[src/rtl/period_meter.sv]
// period_meter
// Measures the period and the high time of a slow asynchronous input in i_clk
// cycles. Each full period is handed to the consumer through a valid/ack
// handshake. Sticky flags report a missing rising edge (timeout) and a result
// overwritten before it was acknowledged (overrun).
//
// Build option: define PERIOD_METER_HIGH_TIME_EN to build falling-edge
// detection and the high-time register. Without it o_high_time is tied to 0.
// The period path is the same in both builds.
module period_meter #(
  parameter int CNT_W       = 26,  // counter / result width, >= 4
  parameter int SYNC_STAGES = 2    // synchronizer depth on i_sig_in, >= 2
) (
  input  logic             i_clk,
  input  logic             i_rst_n,
  input  logic             i_en,
  input  logic             i_sig_in,
  input  logic             i_ack,
  output logic [CNT_W-1:0] o_period,
  output logic [CNT_W-1:0] o_high_time,
  output logic             o_valid,
  output logic             o_timeout,
  output logic             o_overrun
);

  // FSM encoding
  localparam logic [1:0] ST_IDLE      = 2'd0;
  localparam logic [1:0] ST_WAIT_LOW  = 2'd1;
  localparam logic [1:0] ST_WAIT_RISE = 2'd2;
  localparam logic [1:0] ST_MEASURE   = 2'd3;

  // Last count value before the counter range runs out: 2^CNT_W - 2.
  // A rise seen at this count still reports 2^CNT_W - 1, the largest period.
  localparam logic [CNT_W-1:0] CNT_LAST = {{(CNT_W-1){1'b1}}, 1'b0};
  localparam logic [CNT_W-1:0] CNT_ONE  = {{(CNT_W-1){1'b0}}, 1'b1};

  logic [SYNC_STAGES-1:0] r_sync;
  logic                   r_dly;
  logic [1:0]             r_state;
  logic [CNT_W-1:0]       r_cnt;
  logic [CNT_W-1:0]       r_period;
  logic                   r_valid;
  logic                   r_timeout;
  logic                   r_overrun;

  logic                   w_sync_out;
  logic                   w_rise;
  logic                   w_measuring;
  logic                   w_result;
  logic                   w_expire;
  logic [CNT_W-1:0]       w_cnt_inc;

  // Synchronizer chain on the asynchronous input, followed by an edge-detect delay flop
  always_ff @(posedge i_clk or negedge i_rst_n) begin
    if (!i_rst_n) begin
      r_sync <= '0;
      r_dly  <= 1'b0;
    end else begin
      r_sync <= {r_sync[SYNC_STAGES-2:0], i_sig_in};
      r_dly  <= r_sync[SYNC_STAGES-1];
    end
  end

  assign w_sync_out  = r_sync[SYNC_STAGES-1];
  assign w_rise      = w_sync_out & ~r_dly;
  assign w_measuring = i_en & (r_state == ST_MEASURE);

  // The count is one behind the elapsed cycles: cnt restarts at 0 on the
  // detected rise, so "cnt + 1" is the exact cycle distance at the next edge.
  assign w_cnt_inc = r_cnt + CNT_ONE;
  assign w_result  = w_measuring & w_rise;
  assign w_expire  = w_measuring & ~w_rise & (r_cnt == CNT_LAST);

  // Control FSM and the cycle counter; dropping i_en aborts from any state
  always_ff @(posedge i_clk or negedge i_rst_n) begin
    if (!i_rst_n) begin
      r_state <= ST_IDLE;
      r_cnt   <= '0;
    end else if (!i_en) begin
      r_state <= ST_IDLE;
      r_cnt   <= '0;
    end else begin
      case (r_state)
        ST_IDLE: begin
          r_state <= ST_WAIT_LOW;
        end
        // An input that is already high must be seen low first, otherwise
        // the enable moment itself would look like a rising edge.
        ST_WAIT_LOW: begin
          if (!w_sync_out) begin
            r_state <= ST_WAIT_RISE;
          end
        end
        // The first rise only arms the measurement; it produces no result.
        ST_WAIT_RISE: begin
          if (w_rise) begin
            r_cnt   <= '0;
            r_state <= ST_MEASURE;
          end
        end
        ST_MEASURE: begin
          if (w_rise) begin
            r_cnt <= '0;
          end else if (r_cnt == CNT_LAST) begin
            r_cnt   <= '0;
            r_state <= ST_WAIT_LOW;
          end else begin
            r_cnt <= w_cnt_inc;
          end
        end
        default: begin
          r_state <= ST_IDLE;
          r_cnt   <= '0;
        end
      endcase
    end
  end

  // Period result register; held while idle so software can still read it
  always_ff @(posedge i_clk or negedge i_rst_n) begin
    if (!i_rst_n) begin
      r_period <= '0;
    end else if (w_result) begin
      r_period <= w_cnt_inc;
    end
  end

  // Handshake and sticky flags; a new result has priority over an ack
  always_ff @(posedge i_clk or negedge i_rst_n) begin
    if (!i_rst_n) begin
      r_valid   <= 1'b0;
      r_timeout <= 1'b0;
      r_overrun <= 1'b0;
    end else if (!i_en) begin
      r_valid   <= 1'b0;
      r_timeout <= 1'b0;
      r_overrun <= 1'b0;
    end else begin
      if (w_result) begin
        r_valid <= 1'b1;
        // Overwriting an unconsumed result is an overrun, unless the
        // consumer takes the old one in this very cycle.
        if (r_valid && !i_ack) begin
          r_overrun <= 1'b1;
        end
      end else if (r_valid && i_ack) begin
        r_valid <= 1'b0;
      end
      if (w_expire) begin
        r_timeout <= 1'b1;
      end
    end
  end

`ifdef PERIOD_METER_HIGH_TIME_EN
  logic             w_fall;
  logic [CNT_W-1:0] r_hi_cnt;
  logic [CNT_W-1:0] r_high_time;

  assign w_fall = ~w_sync_out & r_dly;

  // Capture the high time of the running period at its falling edge
  always_ff @(posedge i_clk or negedge i_rst_n) begin
    if (!i_rst_n) begin
      r_hi_cnt <= '0;
    end else if (w_measuring && w_fall) begin
      r_hi_cnt <= w_cnt_inc;
    end
  end

  // Publish the high time together with the period it belongs to
  always_ff @(posedge i_clk or negedge i_rst_n) begin
    if (!i_rst_n) begin
      r_high_time <= '0;
    end else if (w_result) begin
      r_high_time <= r_hi_cnt;
    end
  end

  assign o_high_time = r_high_time;
`else
  assign o_high_time = '0;
`endif

  assign o_period  = r_period;
  assign o_valid   = r_valid;
  assign o_timeout = r_timeout;
  assign o_overrun = r_overrun;

endmodule

[config.mk]
export PLATFORM = sky130hd
export DESIGN_NAME = period_meter
export DESIGN_NICKNAME = d
export VERILOG_FILES = /design/src/rtl/period_meter.sv
export SDC_FILE = /design/constraint.sdc
export NUM_CORES = 1
export LEC_CHECK = 0
export CORE_MARGIN = 4
export CORE_UTILIZATION = 54
export CTS_BUF_LIST = sky130_fd_sc_hd__clkbuf_4 sky130_fd_sc_hd__clkbuf_8
export DETAILED_ROUTE_END_ITERATION = 8
export PLACE_DENSITY = 0.92
export REMOVE_ABC_BUFFERS = 1
export SETUP_SLACK_MARGIN = 0.15
export SLEW_MARGIN = 20
export SYNTH_ARGS = -nofsm -noshare
export SYNTH_HDL_FRONTEND = slang
export SYNTH_SLANG_ARGS = --single-unit
[constraint.sdc]
create_clock -name i_clk -period 2.8 [get_ports i_clk]
set_clock_uncertainty 0.2 [all_clocks]
set_input_delay 0.7 -clock i_clk [delete_from_list [all_inputs] [get_ports i_clk]]
set_output_delay 0.7 -clock i_clk [all_outputs]
set_load 0.1 [all_outputs]
=== Yosys cells after proc, flatten, opt, wreduce, memory -nomap -nowiden ===
Index checks and enable logic that the tools add are counted.

* $add $sub $neg: 1
* Equal/unequal tests: 13
* Mux-type cells: 19
* Bitwise logic cells: 7
* Reductions and logical operators: 7

{| class="wikitable"
|+ Operators by type and width
! operator !! count
|-
| 2-to-1 mux 26 bit || 4
|-
| one-hot mux 26 bit (2 select lines) || 1
|-
| adder 26 x 1 -> 26 bit, second input constant || 1
|-
| equality test 26 bit, second input constant || 1
|-
| 2-to-1 mux 2 bit || 5
|-
| != test 3 bit, second input constant || 3
|-
| 2-to-1 mux 1 bit || 8
|-
| one-hot mux 2 bit (4 select lines) || 1
|-
| != test 2 x 1 -> 1 bit, second input constant || 3
|-
| != test 3 x 1 -> 1 bit, second input constant || 2
|-
| AND 1 bit || 5
|-
| equality test 2 bit, second input constant || 2
|-
| AND reduction 2 bit || 2
|-
| AND reduction 4 bit || 1
|-
| != test 3 x 2 -> 1 bit, second input constant || 1
|-
| equality test 2 x 1 -> 1 bit, second input constant || 1
|-
| logical AND 1 bit || 2
|-
| zero test 2 bit || 1
|-
| inverter 1 bit || 2
|-
| zero test 1 bit || 1
|}

* Register bits after elaboration: 60
* Output and inout bits: 55
* Logic and storage cells: 55

=== Depth between registers and ports, before layout ===
* Word-level depth: 7
* Mapped depth: 9

=== Worst setup path after synthesis ===
OpenSTA, ideal clock, no wires.

* Kind: input port to flip-flop
* Start: input port i_en
* End: register r_cnt[10]
* Setup time: 0.082 ns
* Data arrival time: 1.758 ns
* Setup slack: 0.760 ns
* Stages: 7
* Buffers on the path: 3
* Cells stage by stage: clkbuf_1 nand4_1 a21oi_2 buf_4 buf_4 nand2_1 a31oi_1

* Word-level cells in the longest chain between the ends: 2

{| class="wikitable"
|+ Ends and longest elaborated chain
! what !! RTL line !! source
|-
| start, declared || 16 || <nowiki>input logic i_en,</nowiki>
|-
| != test 3 x 1 -> 1 bit (no line) / != test 3 bit (equally long branches) || n/a ||
|-
| AND reduction 2 bit (no line) || n/a ||
|-
| end signal, assigned || 108 || <nowiki>r_cnt <= w_cnt_inc;</nowiki>
|-
| end, declared || 40 || <nowiki>logic [CNT_W-1:0] r_cnt;</nowiki>
|}

Parallel ways exist; a longest one is shown, timed or not.
A chain may end at the register's enable or synchronous reset.

=== Worst setup path after layout ===
* Start: register r_cnt[1]
* End: register r_period[10], in the netlist o_period[10]

* Word-level cells in the longest chain between the ends: 1

{| class="wikitable"
|+ Ends and longest elaborated chain
! what !! RTL line !! source
|-
| adder 26 x 1 -> 26 bit || 70 || <nowiki>assign w_cnt_inc = r_cnt + CNT_ONE;</nowiki>
|-
| end signal, assigned || 124 || <nowiki>r_period <= w_cnt_inc;</nowiki>
|-
| end, declared || 41 || <nowiki>logic [CNT_W-1:0] r_period;</nowiki>
|}

No other way between the ends.

==> reports/results.tsv <==
metric	value	unit
tightest_slew	748	ps
portBuffers	33	
crit_arrival	2490	ps
dpl-instance-area	3480	um^2
max_freq	411	MHz
p_leak	1.63	nW
first_pass_iters	4	
die_area	7350	um^2
gp_congestion	0.814	
hold_viol	0	
cts_tree	done	
avgSynthCellArea	9.35	um^2
endpoint_kind	register	
setup_viol	0	
overflow	0	
htreeDepth	3	
peakVddDrop	408	uV
drt-vias-per-instance	5.69	
via_count	2607	
fin_util	0.638	
grt_pass1_vias	2538	
synth.distinct_cells	43	
layout.nets	388	
multiInputGateArea	1520	um^2
syn2layout_area_growth	15.0	%
layout.cells.non_filler	458	
cpMaxStageDelayCell	nor2_1	
core	5890	um^2
antenna_found_initial	0	
synth_area	3260	um^2
rrSetupSlack	360	ps
grtUsageTotal	0.204	
clockBufferDepth	2	
cts_setup_buffers	0	
synth_edf_count	0	
routed_wl	6930	um
grt_setup_unrepaired	false	
clkSlewWorstSetupHoldPaths	70	ps
synth-seq-area-share	0.460	
finalCriticalPeriod	2440	ps
grt_pass1_wl	11900	um
ant_nets	0	
dp_hpwl	4470	um
outcome	completed	
die_w	85.7	um
finalCritPeriodShare	0.870	
holdCritPathClass	reg -> reg	
fin_area	3750	um^2
crit_chain	ha_1 -> nand3_1 -> nor2_1 -> nand3_1 -> xor2_1 -> o21ai_0	
crit_family	simple AND/OR/NAND/NOR gates	
synth-main-ff-cell	dfrtp_1	
path_buf_inv	0	
drv_cap	0	
crit_start	r_cnt[1]	
wl_per_cell	15.1	um
synthesis.instances	349	
drt_iter0_drc	246	
hold_path_startpoint	r_sync[0]	
hold_slack	151	ps
grt_max_degree	61	
clkLatencyLatePin	350	ps
cp_common_cell	nand3_1	
root_buffer	clkbuf_8	
ys_seq_elements	60	
p_per_area	641	nW/um^2
relSlewSlack	0.501	
dp.cells	442	
route.detailed.drc	0	
hold_buffers	0	
final-max-slew-violation-count	0	
required	2850	ps
setup_tns	0	ps
rows	28	
yosysWarningCount	0	
cpPeakStageDelay	560	ps
ios	60	
rr_startpoint	r_cnt[1]	
seq_area	1500	um^2
diodes	0	
clock_sink_count	60	
fill_cells	498	
fp.dieH	85.7	um
critPathLaunchType	register	
numCtsBuffers	9	
criticalPathCategory	reg -> reg	
crit_fanout	8	
drive_gt1_frac	0.159	
async_flop_share	1.00	
start_util	0.554	
ctsResizeCount	0	
==> per-layer routing <==
layer | wire [um] | vias up | global-route usage
met5 | 0 | - | 0
met4 | 152 | 0 | 0.105
met3 | 465 | 17 | 0.0442
met2 | 3580 | 97 | 0.335
met1 | 2730 | 1251 | 0.253
li1 | - | 1242 | -
==> worst register-to-register path: cells and delay by family (launching register included) <==
kind	cells	cell delay, ps
AND/OR/NAND/NOR	3	1050
AO/OA/AOI/OAI	1	190
XOR/XNOR	1	180
adder cells (fa/ha/maj)	1	280
flip-flops	1	440
==> power by group <==
group | internal (mW) | switching (mW)
Sequential | 0.895 | 0.0246
Clock | 0.689 | 0.344
Combinational | 0.0874 | 0.368
Total | 1.67 | 0.736
==> path summary, 6_finish.rpt <==
| path | to | cells past startpoint |
|---|---|---|
| min | r_sync[1] | 0 |
| max reg2reg | o_period[10] | 6 |
| min in group asynchronous | o_period[4] | 2 |
| max | o_period[10] | 6 |
| max in group asynchronous | o_period[16] | 2 |
| min reg2reg | r_sync[1] | 0 |
==> logic make-up (layout without fill, tap and decap cells) <==
group	Yosys count	after routing	synth area share
adders and majority gates	5	5	0.0192
xor gates and xnor gates	24	24	0.0644
buffers and inverters	57	66	0.106
and+or+nand+nor	110	110	0.181
other	1	26	0.00115
AOI/OAI and AO/OA	92	92	0.167
DFF	60	60	0.460
==> flip-flops by register name, indices dropped and copies added, names as in the netlist <==
| signal | count |
|---|---|
| o_period | 26 |
| r_cnt | 26 |
| r_state | 2 |
| r_sync | 2 |
| o_overrun | 1 |
| o_timeout | 1 |
| o_valid | 1 |
| r_dly | 1 |
==> synthesized netlist by cell type (2+ instances only) <==
cell type | number | share of area
a41oi_1 | 6 | 0.016
buf_2 | 3 | 0.0046
and3_1 | 6 | 0.012
buf_4 | 32 | 0.074
nand2_1 | 47 | 0.054
nor2_1 | 8 | 0.0092
nand4_1 | 9 | 0.017
o21ai_1 | 4 | 0.0061
nor3_1 | 4 | 0.0061
xor2_1 | 6 | 0.016
clkbuf_1 | 8 | 0.0092
nand2b_1 | 9 | 0.017
ha_1 | 5 | 0.019
xnor2_1 | 18 | 0.048
o21ai_0 | 32 | 0.049
a21oi_1 | 16 | 0.025
and2_1 | 2 | 0.0038
nand3_1 | 11 | 0.017
a31oi_1 | 25 | 0.048
and4_1 | 4 | 0.011
inv_1 | 12 | 0.014
or4_1 | 2 | 0.0046
dfrtp_1 | 60 | 0.46
==> through the flow <==
step	worst slack [ps]	power [mW]
2_1_floorplan	50.8	1.28
5_1_grt	166	2.49
3_5_place_dp	190	1.39
6_report	364	2.41
4_1_cts	396	2.42
3_3_place_gp	315	1.37
==> placed cells by master, fill, tap and decap left out, drive strengths merged, types with 4 or more instances in the layout <==
master | netlist | final
xor2 | 6 | 6
o21ai | 37 | 37
buf | 36 | 35
and4 | 4 | 4
nor3 | 5 | 5
inv | 12 | 12
nand2b | 9 | 9
xnor2 | 18 | 18
conb | 1 | 26
a21oi | 17 | 17
nand2 | 47 | 47
ha | 5 | 5
clkbuf | 9 | 13
nand3 | 12 | 12
and3 | 6 | 6
dfrtp | 60 | 60
a41oi | 6 | 6
a31oi | 25 | 25
nor2 | 8 | 8
nand4 | 9 | 9
==> final cells by class <==
type                       count  area share
sequential                    60       0.400
tap                           75      0.0250
multi-input combinational    257       0.404
clock buffer                  13      0.0477
clock inverter                 3      0.0240
inverter                      12      0.0120
timing repair buffer          38      0.0874
(Power assumes the default switching activity.)
